<file path="config.mk">
export PLATFORM = sky130hd
export DESIGN_NAME = pong_ai_paddle
export DESIGN_NICKNAME = d
export VERILOG_FILES = /design/src/rtl/pong_ai_paddle.sv
export SDC_FILE = /design/constraint.sdc
export NUM_CORES = 1
export LEC_CHECK = 0
export ABC_AREA = 0
export BUFFER_PORTS_ARGS = -buffer_cell sky130_fd_sc_hd__clkbuf_2
export CAP_MARGIN = 40
export CORE_MARGIN = 2
export CORE_UTILIZATION = 57
export CTS_CLUSTER_DIAMETER = 40
export DETAILED_ROUTE_END_ITERATION = 8
export PLACE_DENSITY = 0.8
export SETUP_SLACK_MARGIN = 0.5
export SLEW_MARGIN = 20
export SYNTH_ARGS = -nofsm -noshare
export SYNTH_HDL_FRONTEND = slang
export SYNTH_SLANG_ARGS = --single-unit
</file>
<file path="constraint.sdc">
create_clock -name clk -period 2.7 [get_ports clk]
set_clock_uncertainty 0.05 [all_clocks]
set_input_delay 0 -clock clk [delete_from_list [all_inputs] [get_ports clk]]
set_output_delay 0 -clock clk [all_outputs]
set_load 0.02 [all_outputs]
</file>
<file path="src/rtl/pong_ai_paddle.sv">
// Pong AI paddle controller: watches ball motion, waits a short reaction time after each
// direction change, then chases the ball row (approaching) or drifts back to HOME_Y (receding).
module pong_ai_paddle #(
  parameter bit SIDE        = 1'b0,
  parameter int PADDLE_H    = 4,
  parameter int FIELD_MAX   = 127,
  parameter int HOME_Y      = 62,
  parameter int REACT_DELAY = 2
) (
  input  logic       clk,
  input  logic       reset,
  input  logic       enable,
  input  logic [6:0] ball_x,
  input  logic [6:0] ball_y,
  input  logic [6:0] paddle_y,
  output logic       up,
  output logic       down,
  output logic [2:0] state
);

  // Handshake-free block: inputs are sampled every rising edge; up/down are registered
  // requests valid from the edge after the decision and hold until the next edge.

  typedef enum logic [2:0] {
    ST_IDLE   = 3'd0,
    ST_SAMPLE = 3'd1,
    ST_WAIT   = 3'd2,
    ST_TRACK  = 3'd3,
    ST_RETURN = 3'd4
  } state_t;

  localparam logic [7:0] RELOAD     = (REACT_DELAY == 0) ? 8'd0 : 8'(REACT_DELAY - 1);
  localparam logic [7:0] DOWN_LIMIT = 8'(FIELD_MAX - PADDLE_H + 1);
  localparam logic [7:0] HOME8      = 8'(HOME_Y);

  state_t     st;
  logic [6:0] prev_x;
  logic       dir;
  logic [7:0] counter;

  logic [7:0] by8, py8, bottom8;
  logic       moved, approach, flip;
  logic       up_req, dn_req, up_nxt, dn_nxt;
  state_t     entry_st;

  assign state    = st;
  assign by8      = {1'b0, ball_y};
  assign py8      = {1'b0, paddle_y};
  assign bottom8  = py8 + 8'(PADDLE_H - 1);
  assign moved    = (ball_x != prev_x);
  assign approach = SIDE ? (ball_x > prev_x) : (ball_x < prev_x);
  assign flip     = moved && (approach != dir);

  // On a new heading (first movement or a reversal) the new dir always equals approach.
  always_comb begin
    entry_st = ST_WAIT;
    if (REACT_DELAY == 0) entry_st = approach ? ST_TRACK : ST_RETURN;
  end

  always_comb begin
    up_req = 1'b0;
    dn_req = 1'b0;
    if (enable) begin
      case (st)
        ST_TRACK: begin
          up_req = (by8 < py8);
          dn_req = (by8 > bottom8);
        end
        ST_RETURN: begin
          up_req = (py8 > HOME8);
          dn_req = (py8 < HOME8);
        end
        default: ;
      endcase
    end
    up_nxt = up_req && (py8 != 8'd0);
    dn_nxt = dn_req && (py8 < DOWN_LIMIT) && !up_req;
  end

  always_ff @(posedge clk or negedge reset) begin
    if (!reset) begin
      st      <= ST_IDLE;
      up      <= 1'b0;
      down    <= 1'b0;
      prev_x  <= 7'd0;
      dir     <= 1'b0;
      counter <= 8'd0;
    end else begin
      up   <= up_nxt;
      down <= dn_nxt;
      if (!enable) begin
        st <= ST_IDLE;
      end else begin
        case (st)
          ST_IDLE: begin
            prev_x <= ball_x;
            st     <= ST_SAMPLE;
          end
          ST_SAMPLE: begin
            if (moved) begin
              prev_x  <= ball_x;
              dir     <= approach;
              counter <= RELOAD;
              st      <= entry_st;
            end
          end
          ST_WAIT, ST_TRACK, ST_RETURN: begin
            prev_x <= ball_x;
            if (flip) begin
              dir     <= approach;
              counter <= RELOAD;
              st      <= entry_st;
            end else if (st == ST_WAIT) begin
              if (counter == 8'd0) st <= dir ? ST_TRACK : ST_RETURN;
              else                 counter <= counter - 8'd1;
            end
          end
          default: st <= ST_IDLE;
        endcase
      end
    end
  end

endmodule

</file>
==> results.py <==
metrics = {
    "clock_network": {
        "numClockSinks": 21,
        "htree_levels": 1,
        "path_clk_slew_ns": 0.13,
        "clockBufferDepth": 2,
        "clock_latency_ns": 0.32,
        "cts_made_buffers": 3,
        "cts_tree": "built",
        "cts-root-buf": "clkbuf_4",
    },
    "worst_setup_path": {
        "r2r-start": "prev_x[4]",
        "worstPathRequired_ns": 2.88,
        "ff2ff_path_depth": 10,
        "critPathArrivalTime_ns": 2.57,
        "worstPathMaxFanout": 4,
        "crit_type": "reg -> reg",
        "regToRegEndpoint": "state[2]",
        "rrSetupSlack_ns": 0.31,
        "end_kind": "register",
        "startpoint": "prev_x[4]",
        "critPathLaunchType": "register",
    },
    "logic_synthesis": {
        "syn_area_per_cell_um2": 8.914,
        "synth-main-ff-cell": "dfrtp_1",
        "synth_top_area_share_pct": 29.33,
        "syn_nets": 250,
        "ys_ff_latch": 21,
        "synth_cell_types": 50,
        "yosysTopAreaCell": "dfrtp_1",
        "syn-instance-count": 201,
        "async_flop_share_pct": 100.0,
        "synth_area_mm2": 0.001792,
        "ys_seq_area_share_pct": 29.33,
        "synthTopCellsByArea": "dfrtp_1, ha_1, inv_1, a21oi_1, mux2_2",
        "ys_warn_count": 0,
        "synth_edf_count": 0,
    },
    "sta": {
        "finalSetupViolCount": 0,
        "hold_viol_final": 0,
        "fmax_ghz": 0.4186,
        "setup_ws_ns": 0.3110,
        "min_period_over_period_pct": 88.48,
        "worst_pin_slew_ns": 0.5519,
        "finalSetupTns_ns": 0,
        "grt_setup_unrepaired": "yes",
        "maxSlewViolCount": 0,
        "max_slew_margin_pct": 63.21,
        "hold_ws_ns": 0.1071,
        "fin_crit_ns": 2.389,
    },
    "drt": {
        "vias": 1645,
        "dr.pass1.iters": 4,
        "routed_wl_mm": 4.318,
        "vias_per_cell": 5.576,
        "postRouteAntennaNets": 0,
        "wl_per_cell_um": 14.64,
        "drtIter0Drc": 60,
        "post-route-drc-count": 0,
    },
    "hold_path": {
        "whs_path_depth": 4,
        "hp-start": "ball_y[6]",
        "hp-class": "in -> reg",
        "hold_path_end": "up",
    },
    "global_route": {
        "grtUsageMet2_pct": 44.72,
        "grt_usage_pct": 24.53,
        "gr-max-usage-layer": "met2",
        "grt_pass1_wl_mm": 6.624,
        "antenna_found_initial": 0,
        "grt_max_degree": 22,
        "grt.overflow.total": 0,
        "use_met3_pct": 3.680,
        "grt_use_met1_pct": 29.40,
        "grt_pass1_vias": 1554,
    },
    "die": {
        "start_util_pct": 59.17,
        "die-height_um": 60.07,
        "coreArea_mm2": 0.003028,
        "io_pins": 29,
        "die_w_um": 60.07,
        "fp-row-count": 20,
        "fp.dieArea_mm2": 0.003608,
    },
    "job": {
        "drv_cap": 0,
    },
    "place": {
        "placed_cells": 272,
        "routabilityCongestion": 0.8927,
        "dpl.hpwl_mm": 2.850,
        "portBuffers": 28,
        "dp_slack_ns": 0.3437,
    },
    "power": {
        "power.static_leakage_nw": 1.082,
        "power_w": 0.001477,
        "max-vdd-ir-drop_uv": 540.1,
        "powerDensity_mw_per_mm2": 633.5,
    },
    "cells_and_area": {
        "instances_no_fill": 295,
        "diodes": 0,
        "nets": 301,
        "area_growth_pct": 30.10,
        "drive_gt1_share_pct": 28.69,
    },
    "outcome": {
        "status": "completed",
    },
}
[cells by family after synthesis]
| kind of cell | count (synthesis) | synth area share [%] |
|---|---|---|
| AO/OA/AOI/OAI | 57 | 20.53 |
| flip-flops | 21 | 29.33 |
| buffers and inverters | 27 | 6.145 |
| AND/OR/NAND/NOR | 59 | 19.69 |
| adder cells (fa/ha/maj) | 25 | 17.46 |
| multiplexers | 7 | 4.399 |
| XOR/XNOR | 5 | 2.444 |
[final cells by class]
class	count	area [um2]
flip-flops and latches	21	525.5
fillers	224	696.9
multi-input cells	154	1305
inverters	24	90.09
repair buffers	48	327.8
well taps	44	55.05
clock inverters	1	5.005
clock buffers	3	22.52
[per-stage QoR]
stage	area (um2)	utilization, %
after floorplan	1826	-
after global placement	2016	66.57
after detailed placement	2016	66.57
after CTS	2202	72.73
after global routing	2331	76.98
final	2331	76.98
[layer usage]
layer | share of wire [%] | vias up | routed length [um]
met5 | 0 | - | 0
met1 | 43 | 751 | 1841
met4 | 1.5 | 0 | 64
met2 | 51 | 50 | 2213
met3 | 4.6 | 7 | 199
li1 | - | 837 | -
[what timing repair did]
item,CTS,global route
endpoints found under the hold margin,32,0
gates cloned,1,1
buffers inserted,1,4
hold buffers,12,0
gates resized for setup,5,20
pin swaps,3,5
setup endpoints to repair,12,18
[how the worst max path moves through the flow]
stage                     slack, ns         end
after CTS                      0.34  counter[5]
after floorplan                0.45         dir
after detailed placement       0.34  counter[5]
final                          0.31    state[2]
after global placement         0.34  counter[5]
after global routing           0.19  counter[5]
[critical path: stages, from the launching register on]
cell and delay (ns):
dfrtp_1 0.41, inv_2 0.07, ha_4 0.20, a211oi_4 0.29, nor2_2 0.08, or4b_4 0.49
buf_4 0.18, and2_4 0.16, a21oi_1 0.12, nor3b_1 0.09, a21o_1 0.16
[placed cells by master (no fill, tap or decap), types with 3 or more instances in the layout]
master,instances
nor3_1,5
nand2_1,10
xnor2_1,4
mux2_2,6
dlygate4sd3_1,12
nor2_1,10
ha_1,21
nor2b_1,6
dfrtp_1,21
buf_4,6
inv_1,22
nor3_4,3
a21oi_1,12
nand3_1,3
ha_4,4
clkbuf_2,28
o21ai_0,8
o21a_1,3
nand3b_1,3
a31oi_1,3
o21ai_1,5
clkbuf_4,3
[synthesized netlist by cell type, drive strengths merged, types with 2 or more instances]
library cell	number
nor3	9
a211oi	3
nand2	10
o21ai	15
dfrtp	21
nor2b	6
o21a	3
mux2	7
ha	25
nand3	3
a21o	2
nor2	13
a21oi	15
nand3b	3
nor4b	3
buf	2
xnor2	4
nor4	3
o22ai	2
o2bb2ai	2
nand2b	2
a31oi	4
inv	24
[power breakdown]
group,switching (W),leakage (nW),internal [W],total (W)
clock network,0.000108,0.0177,0.0000556,0.000164
registers,0.0000945,0.267,0.000379,0.000473
logic,0.000480,0.798,0.000360,0.000840
[flip-flops by register name (all words and copies together), names as in the netlist]
signal   cells
down         1
dir          1
state        3
prev_x       7
up           1
counter      8
No activity file was read; power rests on OpenSTA's default activity.
